File: config.mk
export PLATFORM = sky130hd
export DESIGN_NAME = core_lsu_flat
export DESIGN_NICKNAME = d
export VERILOG_FILES = /design/src/rtl/core_lsu_if.sv /design/src/rtl/core_lsu.sv /design/src/flat_wrapper.sv
export SDC_FILE = /design/constraint.sdc
export NUM_CORES = 1
export LEC_CHECK = 0
export CORE_AREA = 5 5 159 161
export CTS_CLUSTER_DIAMETER = 60
export CTS_CLUSTER_SIZE = 40
export DETAILED_ROUTE_END_ITERATION = 7
export DIE_AREA = 0 0 164 166
export DONT_BUFFER_PORTS = 1
export PLACE_DENSITY = 0.66
export SLEW_MARGIN = 0
export SYNTH_ARGS = -nofsm -noshare
export SYNTH_HDL_FRONTEND = slang
export SYNTH_SLANG_ARGS = --single-unit
File: constraint.sdc
create_clock -name i_clk -period 4.7 [get_ports i_clk]
set_clock_uncertainty 0.15 [all_clocks]
set_input_delay 0.47 -clock i_clk [delete_from_list [all_inputs] [get_ports i_clk]]
set_output_delay 0.47 -clock i_clk [all_outputs]
set_load 0.1 [all_outputs]
File: src/rtl/core_lsu_if.sv
// Load/store unit data-bus bundle: word-aligned req/ack bus driven by the LSU (master)
// and answered by memory or interconnect (slave).
interface core_lsu_if #(
  parameter int XLEN = 32
) ();
  localparam int NB = XLEN / 8;

  logic            o_bus_req;
  logic            o_bus_we;
  logic [XLEN-1:0] o_bus_addr;
  logic [XLEN-1:0] o_bus_wdata;
  logic [NB-1:0]   o_bus_sel;
  logic            i_bus_ack;
  logic [XLEN-1:0] i_bus_rdata;

  modport master (
    output o_bus_req, o_bus_we, o_bus_addr, o_bus_wdata, o_bus_sel,
    input  i_bus_ack, i_bus_rdata
  );

  modport slave (
    input  o_bus_req, o_bus_we, o_bus_addr, o_bus_wdata, o_bus_sel,
    output i_bus_ack, i_bus_rdata
  );
endinterface

File: src/rtl/core_lsu.sv
// Load/store unit: one request at a time, word-crossing accesses split into two bus beats,
// load data reassembled and sign/zero-extended before being returned.
module core_lsu #(
  parameter int XLEN           = 32,
  parameter bit MISALIGN_SPLIT = 1'b1
) (
  input  logic            i_clk,
  input  logic            i_reset_n,
  input  logic            i_req,
  output logic            o_ready,
  input  logic            i_we,
  input  logic [2:0]      i_funct3,
  input  logic [XLEN-1:0] i_addr,
  input  logic [XLEN-1:0] i_wdata,
  output logic            o_done,
  output logic            o_fault,
  output logic [XLEN-1:0] o_rdata,
  core_lsu_if.master      bus
);
  localparam int NB = XLEN / 8;
  localparam int OW = $clog2(NB);

  typedef enum logic [1:0] {IDLE, BEAT0, BEAT1, RESP} state_e;
  state_e state_q;

  logic              we_q;
  logic              cross_q;
  logic [2:0]        f3_q;
  logic [OW-1:0]     ofs_q;
  logic [NB-1:0]     sel_hi_q;
  logic [XLEN-1:0]   wdata_hi_q;
  logic [XLEN-1:0]   d0_q;

  logic              accept;
  logic              new_cross;
  logic              new_illegal;
  logic [OW-1:0]     new_ofs;
  logic [3:0]        new_sz;
  logic [2*NB-1:0]   sel_full;
  logic [2*XLEN-1:0] wdata_full;
  logic [XLEN-1:0]   rd_raw;
  logic [XLEN-1:0]   load_val;

  // Keep the low 8<<size bits and fill the rest with the sign bit (signed) or zero.
  function automatic logic [XLEN-1:0] extend(input logic [XLEN-1:0] raw, input logic [2:0] f3);
    int              nbits;
    logic            fill;
    logic [XLEN-1:0] r;
    nbits = 8 << f3[1:0];
    case (f3[1:0])
      2'b00:   fill = raw[7];
      2'b01:   fill = raw[15];
      2'b10:   fill = raw[31];
      default: fill = raw[XLEN-1];
    endcase
    fill = fill & ~f3[2];
    for (int i = 0; i < XLEN; i++) r[i] = (i < nbits) ? raw[i] : fill;
    return r;
  endfunction

  // Lane placement is computed once on a double-width bus: the low half feeds beat 0,
  // the high half is exactly what spills into beat 1.
  always_comb begin
    accept      = i_req & o_ready;
    new_ofs     = i_addr[OW-1:0];
    new_sz      = 4'd1 << i_funct3[1:0];
    new_cross   = (5'(new_ofs) + 5'(new_sz)) > 5'(NB);
    new_illegal = ((i_funct3[1:0] == 2'b11) && (XLEN == 32)) ||
                  (i_funct3[2] && i_we) ||
                  (new_cross && !MISALIGN_SPLIT);
    sel_full    = (((2*NB)'(1) << new_sz) - (2*NB)'(1)) << new_ofs;
    wdata_full  = {{XLEN{1'b0}}, i_wdata} << {new_ofs, 3'b000};
    rd_raw      = XLEN'({(state_q == BEAT1) ? bus.i_bus_rdata : {XLEN{1'b0}},
                         (state_q == BEAT1) ? d0_q : bus.i_bus_rdata} >> {ofs_q, 3'b000});
    load_val    = extend(rd_raw, f3_q);
  end

  always_ff @(posedge i_clk) begin
    if (accept) begin
      we_q       <= i_we;
      f3_q       <= i_funct3;
      ofs_q      <= new_ofs;
      cross_q    <= new_cross;
      sel_hi_q   <= sel_full[2*NB-1:NB];
      wdata_hi_q <= wdata_full[2*XLEN-1:XLEN];
    end
    if ((state_q == BEAT0) && bus.i_bus_ack) d0_q <= bus.i_bus_rdata;
  end

  always_ff @(posedge i_clk or negedge i_reset_n) begin
    if (!i_reset_n) begin
      state_q         <= IDLE;
      o_ready         <= 1'b1;
      o_done          <= 1'b0;
      o_fault         <= 1'b0;
      o_rdata         <= '0;
      bus.o_bus_req   <= 1'b0;
      bus.o_bus_we    <= 1'b0;
      bus.o_bus_addr  <= '0;
      bus.o_bus_wdata <= '0;
      bus.o_bus_sel   <= '0;
    end else begin
      o_done <= 1'b0;
      case (state_q)
        IDLE: if (accept) begin
          o_ready <= 1'b0;
          if (new_illegal) begin
            state_q <= RESP;
            o_done  <= 1'b1;
            o_fault <= 1'b1;
            o_rdata <= '0;
          end else begin
            state_q         <= BEAT0;
            o_fault         <= 1'b0;
            bus.o_bus_req   <= 1'b1;
            bus.o_bus_we    <= i_we;
            bus.o_bus_addr  <= {i_addr[XLEN-1:OW], {OW{1'b0}}};
            bus.o_bus_wdata <= wdata_full[XLEN-1:0];
            bus.o_bus_sel   <= sel_full[NB-1:0];
          end
        end
        BEAT0: if (bus.i_bus_ack) begin
          if (cross_q) begin
            state_q         <= BEAT1;
            bus.o_bus_addr  <= bus.o_bus_addr + XLEN'(NB);
            bus.o_bus_wdata <= wdata_hi_q;
            bus.o_bus_sel   <= sel_hi_q;
          end else begin
            state_q       <= RESP;
            bus.o_bus_req <= 1'b0;
            o_done        <= 1'b1;
            o_rdata       <= we_q ? '0 : load_val;
          end
        end
        BEAT1: if (bus.i_bus_ack) begin
          state_q       <= RESP;
          bus.o_bus_req <= 1'b0;
          o_done        <= 1'b1;
          o_rdata       <= we_q ? '0 : load_val;
        end
        RESP: begin
          state_q <= IDLE;
          o_ready <= 1'b1;
        end
        default: state_q <= IDLE;
      endcase
    end
  end
endmodule

File: src/flat_wrapper.sv
// flat-port wrapper written by rule: the top's interface ports become plain ports
module core_lsu_flat 
#(
  parameter int XLEN           = 32,
  parameter bit MISALIGN_SPLIT = 1'b1
)
  (i_clk, i_reset_n, i_req, o_ready, i_we, i_funct3, i_addr, i_wdata, o_done, o_fault, o_rdata, bus_o_bus_req, bus_o_bus_we, bus_o_bus_addr, bus_o_bus_wdata, bus_o_bus_sel, bus_i_bus_ack, bus_i_bus_rdata);
  core_lsu_if #(.XLEN(XLEN)) bus_i ();
  input  logic i_clk;
  input  logic i_reset_n;
  input  logic i_req;
  output logic o_ready;
  input  logic i_we;
  input  logic [2:0] i_funct3;
  input  logic [XLEN-1:0] i_addr;
  input  logic [XLEN-1:0] i_wdata;
  output logic o_done;
  output logic o_fault;
  output logic [XLEN-1:0] o_rdata;
  output wire logic [$bits(bus_i.o_bus_req)-1:0] bus_o_bus_req;
  output wire logic [$bits(bus_i.o_bus_we)-1:0] bus_o_bus_we;
  output wire logic [$bits(bus_i.o_bus_addr)-1:0] bus_o_bus_addr;
  output wire logic [$bits(bus_i.o_bus_wdata)-1:0] bus_o_bus_wdata;
  output wire logic [$bits(bus_i.o_bus_sel)-1:0] bus_o_bus_sel;
  input wire logic [$bits(bus_i.i_bus_ack)-1:0] bus_i_bus_ack;
  input wire logic [$bits(bus_i.i_bus_rdata)-1:0] bus_i_bus_rdata;
  assign bus_o_bus_req = bus_i.o_bus_req;
  assign bus_o_bus_we = bus_i.o_bus_we;
  assign bus_o_bus_addr = bus_i.o_bus_addr;
  assign bus_o_bus_wdata = bus_i.o_bus_wdata;
  assign bus_o_bus_sel = bus_i.o_bus_sel;
  assign bus_i.i_bus_ack = bus_i_bus_ack;
  assign bus_i.i_bus_rdata = bus_i_bus_rdata;
  core_lsu #(.XLEN(XLEN), .MISALIGN_SPLIT(MISALIGN_SPLIT)) u_core (.i_clk(i_clk), .i_reset_n(i_reset_n), .i_req(i_req), .o_ready(o_ready), .i_we(i_we), .i_funct3(i_funct3), .i_addr(i_addr), .i_wdata(i_wdata), .o_done(o_done), .o_fault(o_fault), .o_rdata(o_rdata), .bus(bus_i));
endmodule
==> key figures <==
Status
  • Status: finished, final reports clean

Place
  • GP Congestion: 0.818
  • DP HPWL: 19.0 mm
  • IO buf count: 0
  • Inst Count DP: 1196
  • Dpl cell area: 9740 um^2

Clocking
  • Clock sinks: 172
  • Clock Latency Late Sink: 0.44 ns
  • CTS resizes: 0
  • Root Buffer: clkbuf_16
  • H-tree levels: 4
  • Total CTS buffers: 17
  • Clock tree buffer depth: 2
  • CTS tree: built
  • Register clock-pin slew on the reported worst setup and hold paths: 0.08 ns

Drt
  • DRT iter0 DRCs: 660
  • Post-DRT Antenna Nets: 0
  • DRC Markers: 0
  • Routed WL: 27.9 mm
  • Routed WL per cell: 21.9 um
  • Drt first pass iters: 5
  • Via count: 7514
  • Vias per cell: 5.91

Synth
  • Dominant cell type by area after synthesis: dfrtp_1
  • Post-synth top area share: 27.8%
  • Syn Inst Count: 904
  • Synth Register Bits: 172
  • Register area share after synthesis: 49.6%
  • Count leader, synth: dfrtp_1
  • EDFF count, synth: 67
  • Synthesized cell area: 9350 um^2
  • Async S/R FF share, synth: 61.0%
  • Post-synth top cells: dfrtp_1, nand2_1, nor2_1
  • Yosys Warn Count: 0
  • Dominant cells by area after synthesis: dfrtp_1, edfxtp_1, mux2i_1, nand2_1, nor2_1
  • Count of different cell masters after synthesis: 71
  • Main synth FF type: dfrtp_1
  • Synth Area per Inst: 10.3 um^2

Hold path
  • HP Start: i_addr[23]
  • Worst hold path depth: 2
  • HP Class: primary input to flip-flop
  • Worst Hold End: u_core.bus.o_bus_addr[23]

Final layout
  • Area added between synthesis and finish: 15.7%
  • Non-filler cells, final: 1272
  • Design Area, Final: 10800 um^2
  • Final Net Count: 1049
  • Fillers: 2277
  • Ratio of cells with drive above 1 in the final layout: 13.7%
  • Post-route core utilization: 45.4%

Worst setup path
  • CP max stage cell: o31ai_2
  • Type of origin of the critical path: flip-flop
  • Arr. time, crit path: 3.59 ns
  • CP max FO: 13
  • Crit end category: flip-flop
  • R2R Path End: u_core.o_rdata[24]
  • CP Cell Sequence: inv_1 > ha_1 > mux2_1 > o22ai_1 > nor3_1 > o31ai_2 > o21ai_0
  • Slowest Stage Delay on Critical Path: 0.87 ns
  • Reg2reg start: u_core.state_q[0]
  • Critical path required time: 4.82 ns
  • FF-to-FF setup slack: 1.24 ns
  • R2R cell count: 7
  • Worst Setup Path Type: flip-flop to flip-flop

Global routing
  • Vias in the first global route: 7341
  • First-pass GRT wire length: 43.6 mm
  • Initial antenna violation count: 0
  • Pin count of the biggest net entering global routing: 106
  • Total global routing overflow: 0
  • GRT Util Overall: 20.3%

STA
  • Rel. slew slack: 28.4%
  • Final min period: 3.46 ns
  • Unrepaired setup endpoints after global routing: no
  • Maximum clock rate: 289 MHz
  • Setup violators final: 0
  • Worst-Margin Slew: 1.07 ns
  • Total negative slack: 0 ns
  • Slew Viols, Final: 0
  • Final hold violations: 0
  • Fin crit share: 73.7%

Die
  • Die Span X: 164 um
  • Die H: 166 um
  • Core area: 23800 um^2
  • Starting density of the core: 39.3%
  • Die area: 27200 um^2
  • I/O pin count: 209
  • # rows: 57

Job
  • Max cap viols: 0
==> state kept, by name, summed over array words and instances, names as in the netlist <==
signal	count
u_core.bus.o_bus_wdata	32
u_core.d0_q	32
u_core.o_rdata	32
u_core.bus.o_bus_addr	30
u_core.wdata_hi_q	24
u_core.bus.o_bus_sel	4
u_core.sel_hi_q	4
u_core.f3_q	3
u_core.ofs_q	2
u_core.state_q	2
u_core.bus.o_bus_req	1
u_core.bus.o_bus_we	1
u_core.cross_q	1
u_core.o_done	1
u_core.o_fault	1
u_core.o_ready	1
u_core.we_q	1
==> critical path: cells and delay by family (launching register included) <==
family	cells	cell delay, ns
muxes	1	0.42
DFF	1	0.43
adders and majority gates	1	0.68
buffers and inverters	1	0.15
AOI/OAI and AO/OA	3	1.35
and+or+nand+nor	1	0.12
==> stage by stage <==
stage,worst slack (ns),hold WS (ns)
final,1.24,0.0200
after global routing,1.00,0.00741
after CTS,1.28,0.00435
after detailed placement,1.32,0.0269
after global placement,1.36,0.0268
after floorplan,1.85,0.0244
==> per-layer routing <==
metal / vias up / track usage [%] / share of wire (%)
li1: 3466 / - / -
met1: 3706 / 27.2 / 41
met2: 308 / 31.3 / 48
met3: 34 / 7.10 / 9.5
met4: 0 / 5.32 / 1.7
met5: - / 0 / 0
==> final cells by class <==
cell class                 instances  area [um^2]  area share (%)
inverter                          22         82.6           0.764
antenna                            1         2.50          0.0231
clock buffer                      17          425            3.93
multi-input combinational        645         4370            40.4
tap                              324          405            3.75
sequential                       172         4640            42.9
clock inverter                    15          196            1.82
timing repair buffer              76          696            6.43
==> kinds of logic after synthesis <==
logic type / synth area share [%]
adders and majority gates: 1.55
DFF: 49.6
muxes: 11.7
other: 0.0401
and+or+nand+nor: 15.2
AOI/OAI and AO/OA: 18.0
buffers and inverters: 3.89
==> worst max path at each step <==
stage                                         from                         to  slack, ns  cells past startpoint
after floorplan           u_core.bus.o_bus_addr[2]  u_core.bus.o_bus_addr[30]       1.85                      6
after global placement           u_core.state_q[0]         u_core.o_rdata[24]       1.36                      7
after detailed placement         u_core.state_q[0]         u_core.o_rdata[24]       1.32                      7
after CTS                        u_core.state_q[0]         u_core.o_rdata[24]       1.28                      7
after global routing             u_core.state_q[0]         u_core.o_rdata[24]       1.00                      7
final                            u_core.state_q[0]         u_core.o_rdata[24]       1.24                      7
==> timing repair <==
item	CTS	global route
hold buffers	43	0
endpoints found under the hold margin	146	0
endpoints found under the setup margin	0	0
buffers inserted	0	0
==> layout by cell type, fill, tap and decap left out, types with 4 or more instances in the layout <==
| cell | count |
|---|---|
| dfrtp_1 | 104 |
| nand2_1 | 87 |
| nor2_1 | 82 |
| edfxtp_1 | 67 |
| mux2i_1 | 61 |
| o21ai_0 | 58 |
| dlygate4sd3_1 | 42 |
| nand3_1 | 41 |
| a21oi_1 | 35 |
| buf_4 | 33 |
| mux2_2 | 26 |
| o22ai_1 | 26 |
| a221oi_1 | 25 |
| a22o_1 | 22 |
| inv_1 | 21 |
| clkbuf_16 | 17 |
| and2_1 | 13 |
| nand4_1 | 13 |
| and3_1 | 11 |
| o21ai_1 | 10 |
| o31ai_1 | 10 |
| o41ai_1 | 9 |
| mux4_2 | 8 |
| ha_1 | 8 |
| clkinv_8 | 7 |
| nand2b_1 | 6 |
| a31oi_1 | 6 |
| nor3_1 | 6 |
| a22oi_1 | 6 |
| nor4_1 | 5 |
| a211o_1 | 5 |
| nor3_2 | 5 |
| o211ai_1 | 5 |
| a221o_1 | 4 |
Power is left out: the tool's default activity adds up to more than one toggle a clock period on the data nets, which glitch-free logic cannot reach.
